[src/rtl/piso_serializer.sv]
// piso_serializer: valid/ready parallel word in, one bit per output beat out, LSB- or MSB-first.
// Define PISO_SERIALIZER_PARITY_EN to append an even-parity bit after the data bits.
module piso_serializer #(
  parameter int   DATA_WIDTH      = 8,
  parameter bit   SHIFT_DIRECTION = 1'b1,
  parameter logic IDLE_LEVEL      = 1'b0
) (
  input  logic                  clk,
  input  logic                  rst,
  input  logic [DATA_WIDTH-1:0] data_in,
  input  logic                  in_valid,
  output logic                  in_ready,
  output logic                  ser_out,
  output logic                  ser_valid,
  output logic                  ser_first,
  output logic                  ser_last,
  input  logic                  ser_ready,
  output logic                  busy
);
`ifdef PISO_SERIALIZER_PARITY_EN
  localparam int NB = DATA_WIDTH + 1;
`else
  localparam int NB = DATA_WIDTH;
`endif
  localparam int CW = $clog2(NB);
  localparam logic [CW-1:0] LAST = CW'(NB - 1);
  typedef enum logic {IDLE, SHIFT} state_t;
  state_t r_state, w_state_nxt;
  logic [NB-1:0] r_shift, w_word, w_shifted;
  logic [CW-1:0] r_cnt, w_cnt_inc;
  logic r_out, r_valid, r_first, r_last, w_load, w_beat;
  // parity rides at the tail end of the shift register so it leaves after the data bits
`ifdef PISO_SERIALIZER_PARITY_EN
  assign w_word = SHIFT_DIRECTION ? {^data_in, data_in} : {data_in, ^data_in};
`else
  assign w_word = data_in;
`endif
  assign w_shifted = SHIFT_DIRECTION ? r_shift >> 1 : r_shift << 1;
  assign w_cnt_inc = r_cnt + CW'(1);
  assign w_beat    = r_valid && ser_ready;
  assign w_load    = in_valid && in_ready;
  always_ff @(posedge clk)
    if (rst) r_state <= IDLE;
    else     r_state <= w_state_nxt;
  always_comb begin
    in_ready    = !rst && (r_state == IDLE || (r_last && ser_ready));
    w_state_nxt = w_load ? SHIFT : (w_beat && r_last) ? IDLE : r_state;
  end
  always_ff @(posedge clk)
    if (rst) begin
      r_shift <= '0;
      r_cnt   <= '0;
      r_out   <= IDLE_LEVEL;
      r_valid <= 1'b0;
      r_first <= 1'b0;
      r_last  <= 1'b0;
    end else if (w_load) begin
      r_shift <= w_word;
      r_cnt   <= '0;
      r_out   <= SHIFT_DIRECTION ? w_word[0] : w_word[NB-1];
      r_valid <= 1'b1;
      r_first <= 1'b1;
      r_last  <= 1'b0;
    end else if (w_beat && r_last) begin
      r_cnt   <= '0;
      r_out   <= IDLE_LEVEL;
      r_valid <= 1'b0;
      r_first <= 1'b0;
      r_last  <= 1'b0;
    end else if (w_beat) begin
      r_shift <= w_shifted;
      r_cnt   <= w_cnt_inc;
      r_out   <= SHIFT_DIRECTION ? w_shifted[0] : w_shifted[NB-1];
      r_first <= 1'b0;
      r_last  <= w_cnt_inc == LAST;
    end
  assign ser_out   = r_out;
  assign ser_valid = r_valid;
  assign ser_first = r_first;
  assign ser_last  = r_last;
  assign busy      = r_valid;
endmodule
[config.mk]
export PLATFORM = sky130hd
export DESIGN_NAME = piso_serializer
export DESIGN_NICKNAME = d
export VERILOG_FILES = /design/src/rtl/piso_serializer.sv
export SDC_FILE = /design/constraint.sdc
export NUM_CORES = 1
export LEC_CHECK = 0
export ABC_AREA = 1
export BUFFER_PORTS_ARGS = -buffer_cell sky130_fd_sc_hd__buf_4
export CORE_MARGIN = 2
export CORE_UTILIZATION = 49
export CTS_CLUSTER_DIAMETER = 80
export CTS_CLUSTER_SIZE = 12
export DETAILED_ROUTE_END_ITERATION = 7
export PLACE_DENSITY = 0.86
export SLEW_MARGIN = 20
export SYNTH_ARGS = -nofsm -noshare
export SYNTH_HDL_FRONTEND = slang
export SYNTH_SLANG_ARGS = --single-unit
[constraint.sdc]
create_clock -name clk -period 1.5 [get_ports clk]
set_input_delay 0.15 -clock clk [delete_from_list [all_inputs] [get_ports clk]]
set_output_delay 0.15 -clock clk [all_outputs]
set_load 0.005 [all_outputs]
==> results of run 1 <==
-- cell usage after synthesis, types with 2 or more instances --
cell     instances
a21oi_1          6
dfxtp_1         14
ha_1             2
inv_1            9
nand2_1         16
nand2_2          2
nand2_4          2
nand3_1         13
nor2_1          13
o21ai_1          2
o21ai_2          2
-- final timing paths --
path / endpoint / slack [ns] / depth (start not counted)
setup / recovery: in_ready / 0.13 / 3
setup reg to reg: r_shift[3] / 0.23 / 7
hold reg to reg: r_shift[7] / 0.48 / 2
hold / removal: r_shift[6] / 0.1 / 2
-- layout make-up --
| class | count | share of cell area (%) |
|---|---|---|
| multi-input cells | 65 | 42.1 |
| flip-flops and latches | 14 | 33.0 |
| repair buffers | 17 | 15.0 |
| inverters | 11 | 5.13 |
| clock buffers | 3 | 2.64 |
| well taps | 15 | 2.20 |
-- sequential cells by signal, summed over array words and instances, names as in the netlist --
register / cells
r_shift: 7
r_cnt: 3
ser_first: 1
busy: 1
ser_last: 1
ser_out: 1
-- timing repair --
item / in CTS / in global routing
resized for setup: 0 / 1
setup endpoints to repair: 0 / 1
setup buffers: 0 / 0
-- per-layer routing --
metal	share of wire (%)	routed length, um	global-route usage (%)	vias to the layer above
li1	-	-	-	334
met1	42	611	24.7	298
met2	51	731	33.4	18
met3	5.9	86	7.83	2
met4	1.0	15	7.74	0
met5	0	0	0	-
-- through the flow --
stage | power, uW | utilization, % | hold WS (ns)
after floorplan | 482 | - | 0.219
after global placement | 532 | 63.0 | 0.386
after detailed placement | 536 | 63.0 | 0.396
after CTS | 749 | 64.7 | 0.0914
after global routing | 782 | 64.8 | 0.0800
final | 739 | 64.8 | 0.0970
-- report_power, final --
group / leakage, uW / switching [uW] / internal [uW]
clock: 0.0000138 / 118 / 93.2
sequential: 0.000115 / 13.9 / 390
combinational: 0.000274 / 65.6 / 58.4
total: 0.000402 / 198 / 542
-- cell families after synthesis --
group	share of synthesized area, %
and+or+nand+nor	34.8
AOI/OAI and AO/OA	11.6
buffers and inverters	8.91
adders and majority gates	3.56
DFF	39.9
xor gates and xnor gates	1.25
==> results.toml, run 1 <==
[status]
outcome = "finished, final reports clean"

[critical_path]
cp-end-kind = "output pin"
start_kind = "flip-flop"
crit_family = "flip-flops"
crit_buf_inv = 1
r2r-start = "ser_last"
worstPathRequired_ns = 1.35
startpoint = "ser_last"
cp.arrival_ns = 1.22
slowest_stage = "dfxtp_1"
path_cells = "nand2_2 -> a21oi_2 -> buf_4"
slowest_delay_ns = 0.44
worstSetupPathType = "flip-flop to output pin"
cp_max_fo = 5

[timing]
fmax_mhz = 730
tns_ns = 0
post-route-min-period_ns = 1.37
hold_viol_final = 0
rsz0062_at_grt = "false"
fin_crit_sh_pct = 91.3
tightestPinTransition_ns = 0.247
slew_headroom_pct = 83.5
finalSetupViolCount = 0
drv_slew = 0
fin_skew_ns = 0.00312
post-route-worst-setup-slack_ns = 0.130

[finish]
final_cell_mix = "buf_4 (17), nand2_1 (16), nor2_1 (13), nand3_1 (13), dfxtp_1 (13)"
final-seq-area_um2 = 282
area_growth_syn_to_layout_pct = 21.6
fin_nets = 126
finalNonFillerCells = 125
drive_above_1_share_pct = 29.1
fin_area_um2 = 853
layout_commonest_cell = "buf_4"
antenna_cells = 0
fill_cells = 128
multi_input_area_um2 = 359

[route]
vias = 652
antenna_left = 0
totalWireLength_um = 1450
vias_per_cell = 5.22
drt_first_iter_violations = 13
wire_per_inst_um = 11.6
drtPass1Iterations = 4
remaining_drc_errors = 0

[placed_design]
io_buffers = 17
placed_cell_area_um2 = 830
hpwl_um = 1090
dp_worst_setup_slack_ns = 0.138
gp_congestion = 0.818
dp_cells = 122

[die]
io_pins = 18
core_mm2 = 0.00132
die_area_mm2 = 0.00175
die_w_um = 41.9
rows = 13
die_y_um = 41.9
start_util_pct = 53.3

[grt]
antenna_found_initial = 0
first_global_vias = 651
grt_pass1_wl_um = 2770
gr-total-overflow = 0
grtUsageTotal_pct = 20.7
grt_max_degree = 14

[yosys]
syn_area_per_cell_um2 = 7.63
ys_seq_area_share_pct = 39.9
syn-num-nets = 106
postSynthCellCount = 92
synthArstFlopShare_pct = 0
synth_top_flop_cell = "dfxtp_1"
yosysWarnings = 0
synth_edf_count = 0
synth_area_leaders = "dfxtp_1 (40%), nand3_1 (9.3%), nand2_1 (8.6%)"
ys_ff_latch = 14
synth_area_leader_cell = "dfxtp_1"
yosysUniqueCellTypes = 22
synth_top_cell_area_share_pct = 39.9
syn-cell-area_um2 = 702

[hold_path]
hold_class = "input pin to flip-flop"
hp-start = "rst"

[power]
leakage_uw = 0.000402
power_density_mw_per_mm2 = 867
ir_drop_mv = 0.498

[clocking]
h-tree-depth = 1
clk_latency_ns = 0.28
cts-buffers-inserted = 3
cts.root.buffer_cell = "clkbuf_4"
hold_buffers = 0
clock_sinks = 14
tritoncts = "done"
clk_path_buf_depth = 2
clk_pin_slew_ns = 0.08

[job]
max-cap-violations = 0
No activity file was read; power rests on OpenSTA's default activity.
==> run 2: changes to the inputs <==
- CORE_UTILIZATION: 49 -> 53
- CTS_BUF_LIST: not set -> sky130_fd_sc_hd__clkbuf_8
- PLACE_DENSITY: 0.86 -> 0.91
==> results.toml, run 2 (synthesized netlist as in run 1, its figures left out) <==
[critical_path]
crit_family = "flip-flops"
crit_buf_inv = 1
path_cells = "nand2_2 -> a21oi_2 -> buf_4"
start_kind = "flip-flop"
worstSetupPathType = "flip-flop to output pin"
cp.arrival_ns = 1.19
worstPathRequired_ns = 1.35
slowest_stage = "dfxtp_1"
cp-end-kind = "output pin"
reg2reg_depth = 7
slowest_delay_ns = 0.44
cp.depth = 3
cp_max_fo = 5

[finish]
drive_above_1_share_pct = 28.8
fin_nets = 126
regMostFlops = "r_shift"
final_cell_mix = "buf_4 (17), nand2_1 (16), dfxtp_1 (14), nor2_1 (13), nand3_1 (13)"
largest_register_ffs = 7
finish.utilization_pct = 69.7
layout_commonest_cell = "buf_4"
antenna_cells = 0
area_growth_syn_to_layout_pct = 26.0
reg_top3 = "r_shift x7, r_cnt x3"

[placed_design]
io_buffers = 17
hpwl_um = 1060
gp_congestion = 0.902

[grt]
first_global_vias = 584
grtUsageTotal_pct = 21.7
grt_pass1_wl_um = 2340
gr-total-overflow = 0
grt_max_degree = 14
antenna_found_initial = 0

[timing]
fin_skew_ns = 0.000708
finalSetupViolCount = 0
tns_ns = 0
post-route-min-period_ns = 1.34
hold_viol_final = 0
fin_crit_sh_pct = 89.2
whs_ns = 0.134
slew_headroom_pct = 79.9
rsz0062_at_grt = "false"
drv_slew = 0
tightestPinTransition_ns = 0.300
fmax_mhz = 747

[die]
core_mm2 = 0.00127
die_area_mm2 = 0.00163
rows = 13
die_w_um = 40.4
start_util_pct = 55.3
die_y_um = 40.4
io_pins = 18

[clocking]
clk_path_buf_depth = 2
clock_sinks = 14
hold_buffers = 0
ctsResizeCount = 0
clk_latency_ns = 0.24
clk_pin_slew_ns = 0.06
cts.root.buffer_cell = "clkbuf_8"
h-tree-depth = 1
cts.repair_timing.setup_buffer_count = 0
cts-buffers-inserted = 3
tritoncts = "done"

[power]
leakage_uw = 0.000417
ir_drop_mv = 0.687
power_density_mw_per_mm2 = 1000

[route]
vias = 653
remaining_drc_errors = 0
vias_per_cell = 5.18
drtPass1Iterations = 4
drt_first_iter_violations = 19
antenna_left = 0
totalWireLength_um = 1440
wire_per_inst_um = 11.4

[status]
outcome = "finished, final reports clean"

[hold_path]
min_path_cells = 2
hold_class = "input pin to flip-flop"

[job]
max-cap-violations = 0
-- run 2: cell count changes in the layout (fill, tap and decap cells not counted), sizes merged --
cell	change
clkbuf	+1
-- run 2: final timing paths --
| check | from | to | slack [ns] |
|---|---|---|---|
| setup / recovery | ser_last | in_ready | 0.16 |
| hold / removal | rst | busy | 0.13 |
| setup reg to reg | busy | r_shift[3] | 0.17 |
| hold reg to reg | ser_first | ser_first | 0.48 |
-- run 2: final cells by class --
class | count | area [um^2]
clock buffers | 4 | 55.1
fillers | 99 | 384
inverters | 11 | 43.8
multi-input cells | 65 | 359
flip-flops and latches | 14 | 280
well taps | 15 | 18.8
repair buffers | 17 | 128
-- run 2: metal layers --
layer	track usage, %	part of all wire (%)	vias to the layer above
li1	-	-	335
met1	23.6	46	303
met2	39.3	49	13
met3	7.22	4.0	2
met4	5.83	0.62	0
met5	0	0	-
-- run 2: through the flow --
step                      instances  setup slack, ns  power (uW)  cell area [um^2]
after floorplan                  92            0.318         482               702
after global placement          122            0.272         532               830
after detailed placement        122            0.186         535               830
after CTS                       126            0.160         892               885
after global routing            126           0.0479         928               885
final                           126            0.161         885               885
-- run 2: power by group --
part           switching (uW)  internal, uW
sequential               14.1           391
combinational            65.6          58.3
clock                     124           232
total                     204           681
